--- config.mk ---
export PLATFORM = sky130hd
export DESIGN_NAME = dsp_acc_sequencer
export DESIGN_NICKNAME = d
export VERILOG_FILES = /design/src/rtl/dsp_acc_sequencer.sv
export SDC_FILE = /design/constraint.sdc
export NUM_CORES = 1
export LEC_CHECK = 0
export ABC_AREA = 1
export CORE_UTILIZATION = 40
export DETAILED_ROUTE_END_ITERATION = 12
export DONT_BUFFER_PORTS = 1
export PLACE_DENSITY_LB_ADDON = 0.2
export SYNTH_ARGS = -nofsm -noshare
export SYNTH_HDL_FRONTEND = slang
export SYNTH_SLANG_ARGS = --single-unit
export TNS_END_PERCENT = 100
--- constraint.sdc ---
create_clock -name clk -period 3.7 [get_ports clk]
set_input_delay 0.74 -clock clk [delete_from_list [all_inputs] [get_ports clk]]
set_output_delay 0.74 -clock clk [all_outputs]
set_load 0.1 [all_outputs]
--- src/rtl/dsp_acc_sequencer.sv ---
// rtl/dsp_acc_sequencer.sv - clken/mode/dsp_reset sequencer for one cascade accumulator DSP column
// Tracks beat tags through the DSP latency and flags when P holds a finished TAPS-term sum.
module dsp_acc_sequencer #(
   parameter int TAPS     = 4,
   parameter int DSP_LAT  = 3,
   parameter int MODE_DLY = 1,
   parameter int GRP_W    = 16
) (
   input  logic             clk,
   input  logic             aresetn,
   input  logic             flush,
   input  logic             s_valid,
   output logic             s_ready,
   output logic             acc_clken,
   output logic             acc_mode,
   output logic             acc_dsp_reset,
   output logic             m_valid,
   input  logic             m_ready,
   output logic [GRP_W-1:0] m_group,
   output logic             busy
);
   localparam int CW = (TAPS > 1) ? $clog2(TAPS) : 1;
   localparam logic [CW-1:0] LAST_BEAT = CW'(TAPS - 1);

   logic [CW-1:0]       r_bcnt;
   logic [DSP_LAT-1:0]  r_tok_v;
   logic [DSP_LAT-1:0]  r_tok_l;
   logic [MODE_DLY-1:0] r_mode;
   logic                r_dsp_rst;
   logic [GRP_W-1:0]    r_group;

   logic w_stall;
   logic w_accept;
   logic w_drain;
   logic w_clken;
   logic w_flush;
   logic w_any_last;
   logic w_last_beat;
   logic w_mode_tag;

   assign m_valid     = r_tok_v[DSP_LAT-1] & r_tok_l[DSP_LAT-1];
   assign w_stall     = m_valid & ~m_ready;
   assign s_ready     = ~w_stall & ~r_dsp_rst & ~flush;
   assign w_accept    = s_valid & s_ready;
   // The output stage is left out so a finished result parked in P does not keep pulsing the column.
   assign w_any_last  = |(r_tok_v[DSP_LAT-2:0] & r_tok_l[DSP_LAT-2:0]);
   assign w_drain     = ~w_accept & ~w_stall & (r_bcnt == '0) & w_any_last;
   assign w_clken     = w_accept | w_drain;
   assign w_flush     = flush & ~r_dsp_rst;
   assign w_last_beat = (r_bcnt == LAST_BEAT);
   assign w_mode_tag  = w_accept & (r_bcnt != '0);

   always_ff @(posedge clk or negedge aresetn) begin
      if (!aresetn) begin
         r_bcnt    <= '0;
         r_tok_v   <= '0;
         r_tok_l   <= '0;
         r_mode    <= '0;
         r_group   <= '0;
         r_dsp_rst <= 1'b1;
      end else begin
         r_dsp_rst <= w_flush;
         if (w_flush) begin
            r_bcnt  <= '0;
            r_tok_v <= '0;
            r_tok_l <= '0;
            r_mode  <= '0;
            r_group <= '0;
         end else begin
            if (w_accept) begin
               r_bcnt <= w_last_beat ? '0 : r_bcnt + 1'b1;
            end
            if (w_clken) begin
               r_tok_v <= (r_tok_v << 1) | DSP_LAT'(w_accept);
               r_tok_l <= (r_tok_l << 1) | DSP_LAT'(w_accept & w_last_beat);
               r_mode  <= (r_mode << 1) | MODE_DLY'(w_mode_tag);
               // Counts retirements: a result held in P while the input idles is counted once.
               if (m_valid & m_ready) begin
                  r_group <= r_group + 1'b1;
               end
            end
         end
      end
   end

   assign acc_clken     = w_clken;
   assign acc_mode      = r_mode[MODE_DLY-1];
   assign acc_dsp_reset = r_dsp_rst;
   assign m_group       = r_group;
   assign busy          = (r_bcnt != '0) | (|r_tok_v);

endmodule

# == Word-level counts from Yosys, hierarchy flattened ==
# Index checks and enable logic that the tools add are counted.
# op_classes
muxes,12
add_sub_neg,2
bitwise_logic,22
reduce_logical,8
n_eq_ne,1
# ops
op,count
two-way mux 16 bit,3
"adder 16 x 1 -> 16 bit, second input constant",1
bitwise AND 1 bit,12
two-way mux 3 bit,4
nonzero test 2 bit,4
two-way mux 2 bit,3
bitwise OR 3 x 1 -> 3 bit,2
NOT 1 bit,5
OR reduction 3 bit,1
"adder 2 x 1 -> 2 bit, second input constant",1
bitwise AND 2 bit,1
"equality test 2 bit, second input constant",1
zero test 2 bit,1
two-way mux 1 bit,2
bitwise OR 1 bit,2
AND reduction 2 bit,1
OR reduction 2 bit,1
# word_totals
regBits,26

# == Longest topological paths before layout ==
# logic_depth
ltp_word,13
depth_mapped,8

# == Worst setup path after synthesis ==
# No wires, ideal clock.
# synth_timing
path_kind,input to output
start,input flush
end,output acc_clken
required_time_ns,2.960
arrival_ns,1.732
slack_ns,1.228
path_stages,3
path_buffers,0
cell_sequence,nor2_2 > nand3_4 > nand2_1
# synth_via
elab_chain_len,8
# synth_rtl
item,line,text
"start, declared",11,"input logic flush,"
NOT 1 bit *,43,assign s_ready = ~w_stall & ~r_dsp_rst & ~flush;
bitwise AND 1 bit *,43,
bitwise AND 1 bit *,44,assign w_accept = s_valid & s_ready;
NOT 1 bit,47,assign w_drain = ~w_accept & ~w_stall & (r_bcnt == '0) & w_any_last;
bitwise AND 1 bit (3 in a row),47,
bitwise OR 1 bit *,48,assign w_clken = w_accept | w_drain;
"end, declared",14,"output logic acc_clken,"
# Mark *: on every way between the ends. The rest lies on a longest branch, timed or not.

# == Worst setup path in the final report ==
# layout_timing
start,register r_dsp_rst (netlist: acc_dsp_reset)
end,output acc_clken
# layout_via
elab_chain_len,9
# layout_rtl
item,line,text
"start, declared",29,logic r_dsp_rst;
"start signal, assigned",62,r_dsp_rst <= w_flush;
NOT 1 bit *,43,
bitwise AND 1 bit * (2 in a row),43,
bitwise AND 1 bit *,44,
NOT 1 bit,47,
bitwise AND 1 bit (3 in a row),47,
bitwise OR 1 bit *,48,
# Marked as above.

==> flow_summary.yaml <==
run_status:
  outcome: "completed"
synthesis:
  netlist_area_um2: 1560
  syn_inst: 205
  yosysSeqAreaShare_pct: 41.7
  ys_warn_count: 0
  ys_seq_elements: 26
  syn-num-nets: 213
  avgSynthCellArea_um2: 7.62
  ys_types: 26
placement:
  placed_cell_area_um2: 1630
  portBuffers: 0
  hpwl_mm: 2.46
  pre_cts_slack_ns: 1.14
  gp_congestion: 0.814
power:
  p_switching_mw: 0.412
  switching_share_pct: 44.4
  internal_power_mw: 0.516
  seq_power_share_pct: 49.2
  power_frac_clock_pct: 26.1
  peakVddDrop_mv: 0.272
  comb_power_share_pct: 24.7
  power_density_nw_per_um2: 547
  finalPower_mw: 0.929
  p_leak_nw: 0.753
clock_network:
  hold_buffers: 0
  clk_pin_slew_ns: 0.10
  cts-root-buf: "clkbuf_8"
  cts_setup_buffers: 0
  clock_path_buffers: 2
  cts.sinks: 26
  h-tree-depth: 1
  cts_tree: "built"
  cts_resized: 0
  numCtsBuffers: 3
  clock_latency_ns: 0.27
layout:
  drive_above_1_share_pct: 14.2
  design_area_um2: 1700
  antennaDiodeCount: 0
  final_core_util_pct: 45.7
  synthToLayoutAreaGrowth_pct: 8.65
  final_nets: 220
  final_common_cell: "nand2_1"
  final_cell_mix: "nand2_1 (70), dfrtp_1 (25), nand3_1 (24), nor2_1 (20), inv_1 (16)"
drt:
  viasPerCell: 5.03
  routed_wl_mm: 3.43
  antenna_left: 0
  via_count: 1303
  drc: 0
  drt_iter0_drc: 65
  wl_per_cell_um: 13.2
  firstDrtPassIters: 4
sta:
  rsz0062_at_grt: "no"
  clock.fmax_mhz: 354
  final-max-slew-violation-count: 0
  finalHoldViolCount: 0
  fin_tns_setup_ns: 0
  period_share_pct: 76.3
  finClkSkew_ns: 0.00262
  slew_headroom_pct: 29.5
  min_period_ns: 2.82
  tightestPinTransition_ns: 1.05
  setup_viol: 0
  layout_setup_ws_ns: 0.877
floorplanning:
  die_w_um: 64.5
  core_um2: 3720
  io_pins: 27
  start_util_pct: 42.1
  dieArea_um2: 4160
  die_h_um: 64.5
  rows: 22
setup_path:
  required_ns: 2.96
  cp.arrival_ns: 2.08
  end_kind: "output pin"
  startpoint_type: "register"
  cp_max_fo: 7
  r2r_cells: 7
  crit_type: "register to output pin"
global_route:
  grt_usage_pct: 19.1
  grt_first_pass_wirelength_mm: 6.11
  grt_overflow: 0
  grt_max_degree: 27
  grt_pass1_vias: 1272
  antenna_found_initial: 0
job:
  cap_viol_max_count: 0
hold_path:
  hold_class: "input port to async pin"
per-stage QoR:
stage	hold slack [ns]	cells
global route	0.122	259
detailed placement	0.445	255
global placement	0.445	255
CTS	0.141	259
finish	0.146	259
floorplan	0.444	205
synth_stat cells, drive strengths merged:
| library cell | instances | area (µm²) |
|---|---|---|
| nand2 | 70 | 263 |
| nand3 | 27 | 158 |
| o21bai | 2 | 15.0 |
| nand4 | 7 | 43.8 |
| dfstp | 1 | 26.3 |
| a22oi | 1 | 7.51 |
| o21ai | 17 | 123 |
| xnor2 | 1 | 8.76 |
| buf | 4 | 41.3 |
| nor2 | 24 | 105 |
| inv | 17 | 63.8 |
| nand3b | 1 | 7.51 |
| or2 | 2 | 12.5 |
| dfrtp | 25 | 626 |
| xor2 | 2 | 17.5 |
| and2 | 1 | 7.51 |
| ha | 3 | 37.5 |
power by group through the flow:
stage / logic, mW / registers (mW) / clock network [mW]
after floorplan: 0.145 / 0.503 / 0
after global placement: 0.231 / 0.462 / 0
after detailed placement: 0.230 / 0.462 / 0
after CTS: 0.231 / 0.457 / 0.247
after global routing: 0.256 / 0.463 / 0.260
final: 0.230 / 0.457 / 0.242
worst max-delay path, stage by stage (launching register included):
cell and delay [ns]:
dfstp_2 0.91, nor2_2 0.11, nand3_4 0.14, nand2_1 0.65
layer usage:
| layer | part of all wire, % | track usage (%) | vias up | wire length, µm |
|---|---|---|---|---|
| met5 | 0 | 0 | - | 0 |
| met4 | 0.76 | 5.83 | 0 | 26 |
| met3 | 5.4 | 3.70 | 2 | 185 |
| met2 | 43 | 27.6 | 33 | 1460 |
| met1 | 51 | 28.3 | 591 | 1760 |
| li1 | - | - | 677 | - |
area by class of cell:
cell class,count,area (µm²)
fill,376,2020
multi-input combinational,158,806
sequential,26,652
inverter,17,63.8
tap,48,60.1
timing repair buffer,6,45.0
clock buffer,3,41.3
clock inverter,1,30.0
final timing paths:
| check | slack [ns] | start | to |
|---|---|---|---|
| worst max-delay path | 0.88 | acc_dsp_reset | acc_clken |
| worst min-delay path | 0.15 | aresetn | m_group[13] |
| worst max register to register | 1.17 | acc_dsp_reset | m_group[8] |
| worst min register to register | 0.52 | r_tok_l[1] | r_tok_l[1] |
| max in group asynchronous | 3.38 | aresetn | acc_dsp_reset |
| min in group clk | 0.52 | r_tok_l[1] | r_tok_l[1] |
registers in the layout (all words and copies together) (netlist names):
register and cells:
m_group 16, r_tok_l 3, r_tok_v 3, r_bcnt 2
acc_dsp_reset 1, acc_mode 1
kinds of logic after synthesis:
logic type / synth area share, %
AND/OR/NAND/NOR: 38.2
flip-flops: 41.7
XOR/XNOR: 1.68
adder cells (fa/ha/maj): 2.40
AO/OA/AOI/OAI: 9.29
buffers and inverters: 6.73
No activity file was read; power rests on OpenSTA's default activity.
